## config.mk

```make
export PLATFORM = sky130hd
export DESIGN_NAME = ringbuffer_ctrl
export DESIGN_NICKNAME = d
export VERILOG_FILES = /design/src/rtl/ringbuffer_ctrl.sv
export SDC_FILE = /design/constraint.sdc
export NUM_CORES = 1
export LEC_CHECK = 0
export CAP_MARGIN = 30
export CELL_PAD_IN_SITES_DETAIL_PLACEMENT = 0
export CELL_PAD_IN_SITES_GLOBAL_PLACEMENT = 1
export CORE_AREA = 10 10 100 102
export CTS_CLUSTER_DIAMETER = 50
export CTS_CLUSTER_SIZE = 12
export DETAILED_ROUTE_END_ITERATION = 12
export DIE_AREA = 0 0 110 112
export DONT_BUFFER_PORTS = 1
export PLACE_DENSITY_LB_ADDON = 0.25
export SLEW_MARGIN = 0
export SYNTH_ARGS = -nofsm -noshare
export SYNTH_HDL_FRONTEND = slang
export SYNTH_SLANG_ARGS = --single-unit
```

## constraint.sdc

```tcl
create_clock -name clk -period 3.3 [get_ports clk]
set_input_delay 0.495 -clock clk [delete_from_list [all_inputs] [get_ports clk]]
set_output_delay 0.495 -clock clk [all_outputs]
set_load 0.01 [all_outputs]
```

## src/rtl/ringbuffer_ctrl.sv

```systemverilog
// Capture ringbuffer sequencer between the LPC decoder and the UART serializer.
// RINGBUFFER_CTRL_DROPCNT_EN enables the saturating drop counter.
module ringbuffer_ctrl #(
  parameter int BITS     = 7,
  parameter int WIDTH    = 32,
  parameter int CNT_BITS = 16
) (
  input  logic                clk,
  input  logic                reset,
  input  logic                in_valid,
  input  logic [WIDTH-1:0]    in_data,
  input  logic [BITS-1:0]     rb_write_addr,
  input  logic [BITS-1:0]     rb_read_addr,
  input  logic                rb_empty,
  input  logic                rb_full,
  output logic                rb_write_done,
  output logic                rb_read_done,
  output logic                ram_wr_en,
  output logic [BITS-1:0]     ram_wr_addr,
  output logic [WIDTH-1:0]    ram_wr_data,
  output logic [BITS-1:0]     ram_rd_addr,
  input  logic [WIDTH-1:0]    ram_rd_data,
  output logic                out_valid,
  output logic [WIDTH-1:0]    out_data,
  input  logic                out_ready,
  output logic [CNT_BITS-1:0] drop_count
);

  typedef enum logic [1:0] {
    W_IDLE, W_COMMIT, W_SETTLE
  } wstate_t;

  typedef enum logic [2:0] {
    R_IDLE, R_FETCH, R_PRESENT, R_RELEASE, R_SETTLE
  } rstate_t;

  wstate_t          w_q, w_d;
  logic             wr_en_d, wr_done_d;
  logic [BITS-1:0]  wr_addr_d;
  logic [WIDTH-1:0] wr_data_d;

  rstate_t          r_q, r_d;
  logic             ov_d, rd_done_d;
  logic [WIDTH-1:0] od_d;
  logic [BITS-1:0]  rd_addr_q, rd_addr_d;

  always_comb begin
    w_d       = w_q;
    wr_en_d   = 1'b0;
    wr_done_d = 1'b0;
    wr_addr_d = ram_wr_addr;
    wr_data_d = ram_wr_data;
    unique case (w_q)
      W_IDLE: begin
        if (in_valid && !rb_full) begin
          wr_en_d   = 1'b1;
          wr_addr_d = rb_write_addr;
          wr_data_d = in_data;
          w_d       = W_COMMIT;
        end
      end
      W_COMMIT: begin
        wr_done_d = 1'b1;
        w_d       = W_SETTLE;
      end
      W_SETTLE: w_d = W_IDLE;
      default:  w_d = W_IDLE;
    endcase
  end

  always_ff @(posedge clk or negedge reset) begin
    if (!reset) begin
      w_q           <= W_IDLE;
      ram_wr_en     <= 1'b0;
      rb_write_done <= 1'b0;
      ram_wr_addr   <= '0;
      ram_wr_data   <= '0;
    end else begin
      w_q           <= w_d;
      ram_wr_en     <= wr_en_d;
      rb_write_done <= wr_done_d;
      ram_wr_addr   <= wr_addr_d;
      ram_wr_data   <= wr_data_d;
    end
  end

  // The RAM samples the address as the FSM leaves R_IDLE, so pass it through.
  assign ram_rd_addr = (r_q == R_IDLE) ? rb_read_addr : rd_addr_q;

  always_comb begin
    r_d       = r_q;
    ov_d      = out_valid;
    od_d      = out_data;
    rd_done_d = 1'b0;
    rd_addr_d = rd_addr_q;
    unique case (r_q)
      R_IDLE: begin
        if (!rb_empty) begin
          rd_addr_d = rb_read_addr;
          r_d       = R_FETCH;
        end
      end
      R_FETCH: begin
        ov_d = 1'b1;
        od_d = ram_rd_data;
        r_d  = R_PRESENT;
      end
      R_PRESENT: begin
        if (out_ready) begin
          ov_d      = 1'b0;
          rd_done_d = 1'b1;
          r_d       = R_RELEASE;
        end
      end
      R_RELEASE: r_d = R_SETTLE;
      R_SETTLE:  r_d = R_IDLE;
      default:   r_d = R_IDLE;
    endcase
  end

  always_ff @(posedge clk or negedge reset) begin
    if (!reset) begin
      r_q          <= R_IDLE;
      out_valid    <= 1'b0;
      out_data     <= '0;
      rb_read_done <= 1'b0;
      rd_addr_q    <= '0;
    end else begin
      r_q          <= r_d;
      out_valid    <= ov_d;
      out_data     <= od_d;
      rb_read_done <= rd_done_d;
      rd_addr_q    <= rd_addr_d;
    end
  end

`ifdef RINGBUFFER_CTRL_DROPCNT_EN
  logic drop;
  assign drop = in_valid && ((w_q != W_IDLE) || rb_full);

  always_ff @(posedge clk or negedge reset) begin
    if (!reset) begin
      drop_count <= '0;
    end else if (drop && (drop_count != {CNT_BITS{1'b1}})) begin
      drop_count <= drop_count + CNT_BITS'(1);
    end
  end
`else
  assign drop_count = '0;
`endif

endmodule

```

==> results.yml <==
worst_setup_path:
  start_kind: "flip-flop"
  path_class: "reg2out"
  reg2regPathDepth: 3
  required_ns: 2.80
  end_kind: "output port"
  crit_fanout: 8
  r2r_start: "r_q[0]"
  worstPathArrival_ns: 1.84
  timing.rr.end: "out_data[20]"
  rrSetupSlack_ns: 1.33
  critPathCapture: "ram_rd_addr[6]"
  startpoint: "r_q[2]"
sta:
  rsz0062_at_grt: "false"
  worst_pin_slew_ns: 0.7570
  worst_hold_slack_ns: 0.04493
  slew_violations: 0
  skew_ns: 0.008689
  max_freq_mhz: 428.5
  fin_crit_sh_pct: 70.72
  finalSetupTns_ns: 0
  period_needed_ns: 2.334
  setup_viol: 0
  hold_violations: 0
  relSlewSlack_pct: 49.48
pwr:
  irDropWorstVdd_uv: 340.6
  leakagePower_uw: 0.001605
  pwr_density_cell_nw_per_um2: 935.1
floorplan:
  die_w_um: 110
  io_pins: 182
  row_count: 33
  start_util_pct: 43.76
  coreArea_um2: 8051
  die_h_um: 112
  die-area_um2: 12320
place:
  port_buffers: 0
  place_area_um2: 3516
  dpl.hpwl_mm: 5.552
  gp_congestion: 0.7089
cts:
  htree_levels: 3
  cts_tree: "done"
  cts-root-buf: "clkbuf_8"
  clk_pin_slew_ns: 0.09
  cts_buffers: 9
  clock_latency_ns: 0.35
  postCtsSetupBuffers: 0
  cts_buffer_depth: 2
  cts_sinks: 87
detailed_routing:
  wl_met3_mm: 1.293
  drtIter0Drc: 54
  routed.top_layer: "met5"
  postRouteAntennaNets: 0
  dr.pass1.iters: 3
  wl_met2_mm: 3.350
  drc: 0
  vias: 1677
  wl_mm: 7.364
  wl_met1_mm: 2.567
  vias_per_cell: 5.097
  post_drt_wl_per_cell_um: 22.38
yosys:
  netlist_area_um2: 3523
  synth-seq-area-share_pct: 61.79
  ys_ff_latch: 87
  avgSynthCellArea_um2: 16.31
  synth_cell_type_count: 23
  synthCells: 216
  yosys_warnings: 0
outcome:
  run_status: "completed"
cells_and_area:
  final_common_cell: "dfrtp_1"
  finalInstanceArea_um2: 3790
  area_growth_pct: 7.564
  nets: 303
  final_cell_mix: "87 x dfrtp_1, 77 x mux2_2, 16 x conb_1"
  fillers: 729
  drive_above_1_share_pct: 45.29
global_route:
  grt_pass1_wl_mm: 10.95
  grt.overflow.total: 0
  grt_max_degree: 88
  grt_pass1_vias: 1897
  track_usage_pct: 11.55
  antenna_found_initial: 2
min_path:
  hold_class: "in2async"
flow_run:
  maxCapViolCount: 0
-- worst max-delay path, stage by stage (launching register included) --
cell and delay [ns]:
dfrtp_1 0.50, nor3_2 0.56, mux2_2 0.44
-- kinds of logic (layout without fill, tap and decap cells) --
kind of cell / after synthesis / after routing / synth area share [%]
compound gates: 2 / 2 / 0.4618
buf+inv: 26 / 18 / 6.321
other cells: 1 / 17 / 0.1064
simple gates: 14 / 14 / 3.906
mux: 85 / 85 / 27.17
flops: 87 / 87 / 61.79
xor+xnor: 1 / 1 / 0.2486
-- worst min-delay path by stage --
stage	from	endpoint	slack [ns]	cells after the start
floorplan	reset	out_data[0]	0.20	0
global placement	reset	ram_wr_data[4]	0.20	0
detailed placement	reset	ram_wr_data[0]	0.20	0
CTS	reset	ram_wr_data[22]	0.05	1
global route	reset	rb_write_done	0.06	1
finish	reset	ram_wr_data[9]	0.04	1
-- timing repair --
item | in CTS | in global routing
endpoints found under the setup margin | 0 | 0
hold buffers | 1 | 0
gates resized for setup | 0 | 0
endpoints found under the hold margin | 87 | 0
-- synth_stat cells (all sizes together) --
cell type   n  area [µm²]
nor4b       2       32.53
nor4        1       21.27
and2        1       6.260
nor2b       2       12.51
or2         1       6.260
nand3b      1       7.510
a211o       1       8.760
nor2        1       3.750
a211oi      1       7.510
conb        1       3.750
nand2       1       3.750
buf        26       222.7
and3b       1       10.01
xnor2       1       8.760
nor3b       1       18.77
mux2       85       957.2
dfrtp      87        2177
nor3        2       15.01
-- layer usage --
metal | global-route usage [%] | up-vias
met5 | 0 | -
met4 | 6.250 | 2
met3 | 7.209 | 13
met2 | 17.16 | 116
met1 | 12.33 | 822
li1 | - | 724
-- where the power goes --
group,switching [µW],internal (µW),total [µW]
registers,450,1450,1900
clock network,361,521,882
logic,294,472,766
total,1100,2440,3540
-- flip-flops by register name, summed over array words and instances, names as in the netlist --
register and flops:
rd_addr_q 7, ram_wr_data 32, w_q 2, r_q 3
ram_wr_en 1, ram_wr_addr 7, rb_read_done 1, out_valid 1
out_data 32, rb_write_done 1
-- stage by stage --
stage	total power, µW	cells	setup WS, ns	utilization (%)
floorplan	2542	231	1.519	-
global placement	2675	312	1.346	43.67
detailed placement	2700	312	1.306	43.67
CTS	3620	328	0.9192	47.04
global route	3771	328	0.8351	47.04
finish	3544	329	0.9663	47.07
-- final cells by class --
class	count	area [µm²]	share of cell area (%)
antenna	1	2.502	0.06603
multi-input combinational	118	1180	31.13
clock inverter	5	106.4	2.806
timing repair buffer	3	55.05	1.453
tap	105	131.4	3.466
sequential	87	2177	57.44
clock buffer	10	137.6	3.632
Note: power is estimated with default switching activity, not from simulation.
